File: src/rtl/wb_uart_sim_dev_if.sv
// Wishbone slave bundle for the simulated UART.
// Master drives cyc/stb/we/addr/sel/dat_i; slave returns bsy/ack/dat_o/mapsz.
interface wb_uart_sim_dev_if #(
  parameter int ARCHBITSZ = 32
);
  localparam int ADDRBITSZ = ARCHBITSZ - $clog2(ARCHBITSZ/8);

  logic                   wb_cyc_i;
  logic                   wb_stb_i;
  logic                   wb_we_i;
  logic [ADDRBITSZ-1:0]   wb_addr_i;
  logic [ARCHBITSZ/8-1:0] wb_sel_i;
  logic [ARCHBITSZ-1:0]   wb_dat_i;
  logic                   wb_bsy_o;
  logic                   wb_ack_o;
  logic [ARCHBITSZ-1:0]   wb_dat_o;
  logic [ARCHBITSZ-1:0]   wb_mapsz_o;

  modport master (
    output wb_cyc_i, wb_stb_i, wb_we_i,
    output wb_addr_i, wb_sel_i, wb_dat_i,
    input  wb_bsy_o, wb_ack_o,
    input  wb_dat_o, wb_mapsz_o
  );

  modport slave (
    input  wb_cyc_i, wb_stb_i, wb_we_i,
    input  wb_addr_i, wb_sel_i, wb_dat_i,
    output wb_bsy_o, wb_ack_o,
    output wb_dat_o, wb_mapsz_o
  );
endinterface

File: src/rtl/wb_uart_sim_dev.sv
// Simulation UART: wishbone slave (wb), TX FIFO drained every TXCLKS
// cycles to tx_data_o/tx_valid_o, RX FIFO filled via rx_*, RX irq_o.
module wb_uart_sim_dev #(
  parameter int ARCHBITSZ = 32,
  parameter int BUFSZ     = 2,
  parameter int TXCLKS    = 4
) (
  input  logic             clk_i,
  input  logic             rst_i,
  wb_uart_sim_dev_if.slave wb,
  output logic [7:0]       tx_data_o,
  output logic             tx_valid_o,
  input  logic [7:0]       rx_data_i,
  input  logic             rx_valid_i,
  output logic             rx_ready_o,
  output logic             irq_o
);
  localparam int PW = $clog2(BUFSZ);
  localparam int CW = PW + 1;
  localparam int TW = $clog2(TXCLKS + 1);
  localparam int AW = ARCHBITSZ - $clog2(ARCHBITSZ/8);
  localparam int SW = ARCHBITSZ / 8;
  localparam logic [CW-1:0] FULL = CW'(BUFSZ);
  localparam logic [TW-1:0] TLAST = TW'(TXCLKS - 1);

  logic [7:0] tx_mem_q [BUFSZ];
  logic [7:0] rx_mem_q [BUFSZ];

  logic [PW-1:0] tx_wp_q, tx_wp_d, tx_rp_q, tx_rp_d;
  logic [PW-1:0] rx_wp_q, rx_wp_d, rx_rp_q, rx_rp_d;
  logic [CW-1:0] tx_cnt_q, tx_cnt_d, rx_cnt_q, rx_cnt_d;
  logic [TW-1:0] tx_tmr_q, tx_tmr_d;
  logic [7:0]    tx_data_q, tx_data_d;
  logic          tx_valid_q, tx_valid_d;
  logic          irqen_q, irqen_d;
  logic          ack_q, ack_d;
  logic [ARCHBITSZ-1:0] dat_q, dat_d;

  logic req, rd, wr;
  logic a_data, a_stat, a_ctrl;
  logic tx_full, tx_empty, rx_full, rx_empty;
  logic tx_pop, tx_push, rx_pop, rx_push;

  assign req    = wb.wb_cyc_i & wb.wb_stb_i;
  assign rd     = req & ~wb.wb_we_i;
  assign wr     = req & wb.wb_we_i;
  assign a_data = wb.wb_addr_i[1:0] == 2'd0;
  assign a_stat = wb.wb_addr_i[1:0] == 2'd1;
  assign a_ctrl = wb.wb_addr_i[1:0] == 2'd2;

  assign tx_full  = tx_cnt_q == FULL;
  assign tx_empty = tx_cnt_q == '0;
  assign rx_full  = rx_cnt_q == FULL;
  assign rx_empty = rx_cnt_q == '0;

  // A pop frees a slot in the same cycle, so a push into a full
  // FIFO still lands when it coincides with a pop.
  assign tx_pop  = ~tx_empty & (tx_tmr_q == TLAST);
  assign tx_push = wr & a_data & wb.wb_sel_i[0] & (~tx_full | tx_pop);
  assign rx_pop  = rd & a_data & ~rx_empty;
  assign rx_push = rx_valid_i & (~rx_full | rx_pop);

  always_comb begin
    tx_wp_d    = tx_wp_q + PW'(tx_push);
    tx_rp_d    = tx_rp_q + PW'(tx_pop);
    rx_wp_d    = rx_wp_q + PW'(rx_push);
    rx_rp_d    = rx_rp_q + PW'(rx_pop);
    tx_cnt_d   = tx_cnt_q + CW'(tx_push) - CW'(tx_pop);
    rx_cnt_d   = rx_cnt_q + CW'(rx_push) - CW'(rx_pop);
    tx_tmr_d   = tx_tmr_q + TW'(1);
    tx_valid_d = tx_pop;
    tx_data_d  = tx_data_q;
    irqen_d    = irqen_q;
    ack_d      = req;
    dat_d      = '0;
    // Timer only runs while bytes are queued; it restarts per byte.
    if (tx_empty || tx_pop)
      tx_tmr_d = '0;
    if (tx_pop)
      tx_data_d = tx_mem_q[tx_rp_q];
    if (wr && a_ctrl && wb.wb_sel_i[0])
      irqen_d = wb.wb_dat_i[0];
    if (rd) begin
      unique case (1'b1)
        a_data: if (!rx_empty) dat_d[7:0] = rx_mem_q[rx_rp_q];
        a_stat: begin
          dat_d[0]     = ~rx_empty;
          dat_d[1]     = tx_full;
          dat_d[15:8]  = 8'(rx_cnt_q);
          dat_d[23:16] = 8'(tx_cnt_q);
        end
        a_ctrl: dat_d[0] = irqen_q;
        default: dat_d = '0;
      endcase
    end
  end

  always_ff @(posedge clk_i or posedge rst_i) begin
    if (rst_i) begin
      tx_wp_q    <= '0;
      tx_rp_q    <= '0;
      rx_wp_q    <= '0;
      rx_rp_q    <= '0;
      tx_cnt_q   <= '0;
      rx_cnt_q   <= '0;
      tx_tmr_q   <= '0;
      tx_data_q  <= '0;
      tx_valid_q <= 1'b0;
      irqen_q    <= 1'b0;
      ack_q      <= 1'b0;
      dat_q      <= '0;
    end else begin
      tx_wp_q    <= tx_wp_d;
      tx_rp_q    <= tx_rp_d;
      rx_wp_q    <= rx_wp_d;
      rx_rp_q    <= rx_rp_d;
      tx_cnt_q   <= tx_cnt_d;
      rx_cnt_q   <= rx_cnt_d;
      tx_tmr_q   <= tx_tmr_d;
      tx_data_q  <= tx_data_d;
      tx_valid_q <= tx_valid_d;
      irqen_q    <= irqen_d;
      ack_q      <= ack_d;
      dat_q      <= dat_d;
    end
  end

  // Storage needs no reset: counts and pointers gate every access.
  always_ff @(posedge clk_i) begin
    if (tx_push) tx_mem_q[tx_wp_q] <= wb.wb_dat_i[7:0];
    if (rx_push) rx_mem_q[rx_wp_q] <= rx_data_i;
  end

`ifdef SIMULATION
  always @(posedge clk_i) begin
    if (!rst_i && tx_pop) begin
      $write("%c", tx_mem_q[tx_rp_q]);
    end
  end
`endif

  assign wb.wb_bsy_o   = 1'b0;
  assign wb.wb_ack_o   = ack_q;
  assign wb.wb_dat_o   = dat_q;
  assign wb.wb_mapsz_o = ARCHBITSZ'(16);
  assign tx_data_o     = tx_data_q;
  assign tx_valid_o    = tx_valid_q;
  assign rx_ready_o    = ~rx_full;
  assign irq_o         = irqen_q & ~rx_empty;

  logic unused;
  assign unused = ^{wb.wb_addr_i[AW-1:2],
                    wb.wb_dat_i[ARCHBITSZ-1:8],
                    wb.wb_sel_i[SW-1:1]};
endmodule

File: src/flat_wrapper.sv
// flat-port wrapper written by rule: the top's interface ports become plain ports
module wb_uart_sim_dev_flat 
#(
  parameter int ARCHBITSZ = 32,
  parameter int BUFSZ     = 2,
  parameter int TXCLKS    = 4
)
  (clk_i, rst_i, tx_data_o, tx_valid_o, rx_data_i, rx_valid_i, rx_ready_o, irq_o, wb_wb_cyc_i, wb_wb_stb_i, wb_wb_we_i, wb_wb_addr_i, wb_wb_sel_i, wb_wb_dat_i, wb_wb_bsy_o, wb_wb_ack_o, wb_wb_dat_o, wb_wb_mapsz_o);
  wb_uart_sim_dev_if #(.ARCHBITSZ(ARCHBITSZ)) wb_i ();
  input  logic clk_i;
  input  logic rst_i;
  output logic [7:0] tx_data_o;
  output logic tx_valid_o;
  input  logic [7:0] rx_data_i;
  input  logic rx_valid_i;
  output logic rx_ready_o;
  output logic irq_o;
  input wire logic [$bits(wb_i.wb_cyc_i)-1:0] wb_wb_cyc_i;
  input wire logic [$bits(wb_i.wb_stb_i)-1:0] wb_wb_stb_i;
  input wire logic [$bits(wb_i.wb_we_i)-1:0] wb_wb_we_i;
  input wire logic [$bits(wb_i.wb_addr_i)-1:0] wb_wb_addr_i;
  input wire logic [$bits(wb_i.wb_sel_i)-1:0] wb_wb_sel_i;
  input wire logic [$bits(wb_i.wb_dat_i)-1:0] wb_wb_dat_i;
  output wire logic [$bits(wb_i.wb_bsy_o)-1:0] wb_wb_bsy_o;
  output wire logic [$bits(wb_i.wb_ack_o)-1:0] wb_wb_ack_o;
  output wire logic [$bits(wb_i.wb_dat_o)-1:0] wb_wb_dat_o;
  output wire logic [$bits(wb_i.wb_mapsz_o)-1:0] wb_wb_mapsz_o;
  assign wb_i.wb_cyc_i = wb_wb_cyc_i;
  assign wb_i.wb_stb_i = wb_wb_stb_i;
  assign wb_i.wb_we_i = wb_wb_we_i;
  assign wb_i.wb_addr_i = wb_wb_addr_i;
  assign wb_i.wb_sel_i = wb_wb_sel_i;
  assign wb_i.wb_dat_i = wb_wb_dat_i;
  assign wb_wb_bsy_o = wb_i.wb_bsy_o;
  assign wb_wb_ack_o = wb_i.wb_ack_o;
  assign wb_wb_dat_o = wb_i.wb_dat_o;
  assign wb_wb_mapsz_o = wb_i.wb_mapsz_o;
  wb_uart_sim_dev #(.ARCHBITSZ(ARCHBITSZ), .BUFSZ(BUFSZ), .TXCLKS(TXCLKS)) u_core (.clk_i(clk_i), .rst_i(rst_i), .wb(wb_i), .tx_data_o(tx_data_o), .tx_valid_o(tx_valid_o), .rx_data_i(rx_data_i), .rx_valid_i(rx_valid_i), .rx_ready_o(rx_ready_o), .irq_o(irq_o));
endmodule
File: config.mk
export PLATFORM = sky130hd
export DESIGN_NAME = wb_uart_sim_dev_flat
export DESIGN_NICKNAME = d
export VERILOG_FILES = /design/src/rtl/wb_uart_sim_dev_if.sv /design/src/rtl/wb_uart_sim_dev.sv /design/src/flat_wrapper.sv
export SDC_FILE = /design/constraint.sdc
export NUM_CORES = 1
export LEC_CHECK = 0
export BUFFER_PORTS_ARGS = -buffer_cell sky130_fd_sc_hd__buf_2
export CAP_MARGIN = 20
export CORE_UTILIZATION = 48
export DETAILED_ROUTE_END_ITERATION = 8
export PLACE_DENSITY = 0.87
export SETUP_SLACK_MARGIN = 0.3
export SYNTH_ARGS = -nofsm -noshare
export SYNTH_HDL_FRONTEND = slang
export SYNTH_SLANG_ARGS = --single-unit
File: constraint.sdc
create_clock -name clk_i -period 3.1 [get_ports clk_i]
set_input_delay 0 -clock clk_i [delete_from_list [all_inputs] [get_ports clk_i]]
set_output_delay 0 -clock clk_i [all_outputs]
set_load 0.01 [all_outputs]
Word-level counts from Yosys, hierarchy flattened
Memories as Yosys holds them, arrays and structs flattened. A register that Yosys moved wholly into a read port is not among the register bits.
Cells that the tools add are included.
Storage, ports and cells
  bits in writable memories: 32
  memory bits (read-only): 0
  memories: 2
  latch bits: 0
  output and inout port bits: 77
  bits of input ports: 80
  bits in registers: 32
Operators by class
  reductions and logical operators: 6
  eq/ne operators: 5
  add/subtract/negate cells: 9
  magnitude comparators: 0
  shifts and indexed selects: 0
  bitwise logic cells: 18
  $mul: 0
  multiplexer cells: 11
  div/mod/pow operators: 0
Memories
  u_core.rx_mem_q: depth 2, bits a word 8, rd ports 1, clocked after Yosys merged registers in 0, wr ports 1, RTL line wb_uart_sim_dev.sv:27  | logic [7:0] rx_mem_q [BUFSZ];
  u_core.tx_mem_q: depth 2, bits a word 8, rd ports 1, clocked after Yosys merged registers in 1, wr ports 1, RTL line wb_uart_sim_dev.sv:26  | logic [7:0] tx_mem_q [BUFSZ];
Operators with widths (number)
  18-bit two-way mux: 1
  1-bit AND: 11
  10-bit two-way mux: 1
  8-bit two-way mux: 1
  2-bit == test, second input constant: 3
  2-bit zero test: 3
  6-bit two-way mux: 1
  1-bit inverter: 5
  1-bit adder: 4
  2-bit by 1-bit adder with 2-bit output: 2
  1-bit two-way mux: 4
  2-bit by 1-bit subtractor with 2-bit output: 2
  3-bit by 1-bit adder with 3-bit output, second input constant: 1
  3-bit by 2-bit == test with 1-bit output, second input constant: 1
  3-bit two-way mux: 1
  1-bit one-hot mux with 3 select lines: 1
  2-bit by 1-bit == test with 1-bit output, second input constant: 1
  1-bit logical AND: 2
  1-bit bitwise OR: 2
  1-bit one-hot mux with 2 select lines: 1
  1-bit logical OR: 1

Longest topological paths before layout
  word-level depth: 8
  depth in mapped cells: 10
  mapped depth without buffers: 9

Worst setup path after synthesis
Ideal clock, no wire load.
  path type: flip-flop to flip-flop
  start: register u_core.tx_tmr_q[0]
  end: register u_core.tx_cnt_q[1]
  setup slack: 1.012 ns
  arrival time: 1.964 ns
  setup time: 0.124 ns
  cell stages (with the launch flop): 11
  required time: 2.976 ns
  path buffers: 1
  cells stage by stage: dfrtp_1 > ha_1 > ha_1 > o21ai_1 > buf_2 > inv_1 > ha_1 > inv_1 > ha_1 > xnor2_1 > xnor2_1
Between the ends
  word-level cells in the longest chain between the ends: 6
RTL lines
  from (decl): RTL line wb_uart_sim_dev.sv:32  | logic [TW-1:0] tx_tmr_q, tx_tmr_d;
  from (signal assigned): RTL line wb_uart_sim_dev.sv:119  | tx_tmr_q <= tx_tmr_d;
  3-bit by 2-bit == test with 1-bit output (*): RTL line wb_uart_sim_dev.sv:58  | assign tx_pop = ~tx_empty & (tx_tmr_q == TLAST);
  1-bit AND (*): RTL line wb_uart_sim_dev.sv:58
  net u_core.tx_pop: RTL line wb_uart_sim_dev.sv:42  | logic tx_pop, tx_push, rx_pop, rx_push;
  1-bit bitwise OR: RTL line wb_uart_sim_dev.sv:59  | assign tx_push = wr & a_data & wb.wb_sel_i[0] & (~tx_full | tx_pop);
  1-bit AND: RTL line wb_uart_sim_dev.sv:59
  2-bit by 1-bit adder with 2-bit output: RTL line wb_uart_sim_dev.sv:68  | tx_cnt_d = tx_cnt_q + CW'(tx_push) - CW'(tx_pop);
  2-bit by 1-bit subtractor with 2-bit output (*): RTL line wb_uart_sim_dev.sv:68
  net u_core.tx_cnt_d[1]: RTL line wb_uart_sim_dev.sv:31  | logic [CW-1:0] tx_cnt_q, tx_cnt_d, rx_cnt_q, rx_cnt_d;
  to (signal assigned): RTL line wb_uart_sim_dev.sv:117  | tx_cnt_q <= tx_cnt_d;
  to (decl): RTL line wb_uart_sim_dev.sv:31
Mark *: on every way through the listed nets, which the timed path passes. The rest lies on a longest branch.
A chain may end at the register's enable or synchronous reset.

Worst setup path in the final report
  start: input wb_wb_we_i
  end: memory u_core.rx_mem_q[1][6] (enable)
Between the ends
  word-level cells in the longest chain between the ends: 8
RTL lines
  from (decl): RTL line flat_wrapper.sv:20  | input wire logic [$bits(wb_i.wb_we_i)-1:0] wb_wb_we_i;
  1-bit inverter: RTL line wb_uart_sim_dev.sv:45  | assign rd = req & ~wb.wb_we_i;
  1-bit AND: RTL line wb_uart_sim_dev.sv:45
  1-bit AND (2 in series): RTL line wb_uart_sim_dev.sv:60  | assign rx_pop = rd & a_data & ~rx_empty;
  1-bit bitwise OR: RTL line wb_uart_sim_dev.sv:61  | assign rx_push = rx_valid_i & (~rx_full | rx_pop);
  1-bit AND: RTL line wb_uart_sim_dev.sv:61
  1-bit two-way mux: RTL line wb_uart_sim_dev.sv:131  | if (rx_push) rx_mem_q[rx_wp_q] <= rx_data_i;
  1-bit two-way mux (not written as such): RTL line wb_uart_sim_dev.sv:131
  to (decl): RTL line wb_uart_sim_dev.sv:27
No other way between the ends.

==> results.sh <==
export IMPL_status="complete, no violations"
export IMPL_syn_avg_cell_area_um2=13.07
export IMPL_final_cell_area_um2=3411
export IMPL_tns_ns=0
export IMPL_relSlewSlack=0.5957
export IMPL_initialDrtViolationCount=65
export IMPL_viasPerCell=4.513
export IMPL_crit_start="wb_wb_we_i"
export IMPL_grt_usage=0.1539
export IMPL_postCtsHoldBufs=21
export IMPL_dpl_cell_area_um2=3025
export IMPL_grt_pass1_vias=1552
export IMPL_crit_path_max_incr_delay_ns=0.55
export IMPL_tightest_slew_ns=0.6009
export IMPL_drt_antenna_violating_nets=0
export IMPL_routedWlPerCell_um=12.09
export IMPL_finalWorstSetupSlack_ns=0.9173
export IMPL_drc_errors=0
export IMPL_grt_use_met1=0.1582
export IMPL_synthCells=223
export IMPL_hold_violations=0
export IMPL_critical_path_buf_inv_count=3
export IMPL_row_count=28
export IMPL_period_needed_ns=2.183
export IMPL_clock_root_buffer="clkbuf_8"
export IMPL_dieArea_um2=6386
export IMPL_ios=157
export IMPL_grt_pass1_wl_um=7065
export IMPL_diodes=0
export IMPL_cp_arrival_ns=2.17
export IMPL_post_cts_buffers=0
export IMPL_cts_tree="built"
export IMPL_drv_slew=0
export IMPL_fin_cells=378
export IMPL_die_h_um=79.92
export IMPL_whs_ns=0.01815
export IMPL_maxCapViolations=0
export IMPL_post_cts_resized=0
export IMPL_dp_hpwl_um=3069
export IMPL_cpLargestDelayFamily="buffers and inverters"
export IMPL_final_setup_viol_count=0
export IMPL_seq_area_frac_synth=0.6217
export IMPL_fin_crit_sh=0.7041
export IMPL_dr_pass1_iters=5
export IMPL_crit_chain="dlygate4sd3_1 -> buf_2 -> nand4bb_1 -> or3_1 -> clkinv_2 -> o21a_1 -> ha_1"
export IMPL_utilization=0.5795
export IMPL_cp_max_fo=8
export IMPL_power_total_mw=2.405
export IMPL_holdCritStartpoint="wb_wb_cyc_i"
export IMPL_port_buffers=48
export IMPL_start_kind="input pin"
export IMPL_numCtsBuffers=9
export IMPL_synth_seq_cells=66
export IMPL_insertion_delay_ns=0.33
export IMPL_gr_usage_met3=0.04571
export IMPL_power_density_nw_per_um2=705.0
export IMPL_path_class="in -> reg"
export IMPL_ys_warn_count=0
export IMPL_clock_sinks=66
export IMPL_drive_above_1_share=0.2178
export IMPL_rsz0062_at_grt="false"
export IMPL_netlist_area_um2=2914
export IMPL_area_growth_pct=17.05
export IMPL_busiest_layer="met2"
export IMPL_gr_usage_met2=0.2812
export IMPL_fin_skew_ns=0.01060
export IMPL_placed_cells_incl_taps=341
export IMPL_fp_dieW_um=79.92
export IMPL_grt_max_degree=20
export IMPL_routed_wl_um=4570
export IMPL_h_tree_depth=3
export IMPL_leakage_nw=1.672
export IMPL_grt_antenna_before_repair=0
export IMPL_endpoint_kind="flip-flop"
export IMPL_dp_worst_setup_slack_ns=1.031
export IMPL_num_vias=1706
export IMPL_core_um2=5886
export IMPL_netlist_cell_type_count=33
export IMPL_slowest_stage="or3_1"
export IMPL_timing_rr_start="u_core.tx_tmr_q[0]"
export IMPL_cts_path_max_buffers=2
export IMPL_grt_ovfl_total=0
export IMPL_finalNetCount=388
export IMPL_initial_core_util=0.4951
export IMPL_critPathRequiredTime_ns=3.08
export IMPL_gp_congestion=0.7742
export IMPL_cts_clk_slew_worst_paths_ns=0.07
export IMPL_hp_class="in -> reg"
export IMPL_ir_drop_v=0.0004447
export IMPL_timing_fmax_mhz=458.2
[sequential cells by signal, indices dropped and copies added (netlist names), 2 cells and up]
register / count
u_core.rx_cnt_q: 2
u_core.tx_mem_q: 16
u_core.tx_tmr_q: 3
u_core.wb.wb_dat_o: 12
u_core.rx_mem_q: 16
u_core.tx_cnt_q: 2
u_core.tx_data_o: 8
[kinds of logic after synthesis]
family	after synthesis	share of synthesized area
buf+inv	72	0.1657
flops	66	0.6217
simple gates	37	0.06354
mux	16	0.05539
compound gates	14	0.02748
fa+ha+maj	10	0.04294
xor+xnor	6	0.02061
other cells	2	0.002577
[area by class of cell]
class / count / area (µm²)
fillers: 464 / 2475
flip-flops and latches: 66 / 1812
multi-input cells: 136 / 810.8
repair buffers: 71 / 465.4
clock buffers: 14 / 162.7
well taps: 75 / 93.84
inverters: 14 / 53.80
clock inverters: 2 / 12.51
[placed cells by master, fill, tap and decap left out, drive strengths merged, types with 2 or more instances in the layout]
cell type and instances:
dlygate4sd3 21, o21ai 9, clkinv 2, and3 4, buf 50, dfrtp 34
nand2 11, xnor2 6, nor2b 2, nor3b 2, nor2 10, or3 2
clkbuf 14, inv 13, edfxtp 32, conb 53, mux2i 15, ha 10
[per-layer routing]
layer,vias up,wire (µm)
met2,75,2583
met1,827,1723
met5,-,0
met4,0,74
met3,8,188
li1,796,-
[where the power goes]
part	internal, mW	switching, mW
clock network	0.334	0.297
logic	0.250	0.287
registers	1.10	0.137
total	1.68	0.721
[Yosys cell counts]
cell / n / area (µm²)
a211oi_1: 1 / 7.510
a21oi_1: 1 / 5.000
and3_1: 4 / 25.02
buf_2: 1 / 5.000
buf_4: 54 / 405.4
buf_6: 1 / 11.26
clkbuf_1: 2 / 7.510
clkinv_2: 1 / 5.000
conb_1: 2 / 7.510
dfrtp_1: 34 / 850.8
edfxtp_1: 32 / 960.9
ha_1: 10 / 125.1
inv_1: 13 / 48.80
mux2_2: 1 / 11.26
mux2i_1: 15 / 150.1
nand2_1: 11 / 41.29
nand3_1: 1 / 5.000
nand4_1: 1 / 6.260
nand4bb_1: 1 / 11.26
nor2_1: 10 / 37.54
nor2b_1: 2 / 12.51
nor3_1: 1 / 5.000
nor3b_1: 2 / 15.01
nor4_1: 1 / 6.260
o21a_1: 1 / 7.510
o21ai_0: 8 / 40.04
o21ai_1: 1 / 5.000
o21bai_1: 1 / 7.510
o31ai_1: 1 / 7.510
or3_1: 2 / 12.51
or4_1: 1 / 7.510
xnor2_1: 5 / 43.79
xnor2_2: 1 / 16.27
[worst min-delay path: stages]
cell and delay [ns]:
buf_2 0.12, nand4bb_1 0.13, a21oi_1 0.06
[final timing paths]
kind / end / slack (ns) / depth (start not counted)
min in group asynchronous: u_core.wb.wb_dat_o[7] / 0.27 / 3
setup reg to reg: u_core.tx_mem_q[1][2] / 1.01 / 5
hold / removal: u_core.wb.wb_dat_o[1] / 0.02 / 3
max in group asynchronous: u_core.tx_data_o[3] / 2.15 / 4
setup / recovery: u_core.rx_mem_q[1][6] / 0.92 / 7
hold reg to reg: u_core.tx_tmr_q[0] / 0.46 / 1
Power figures use the tool's default switching activity.
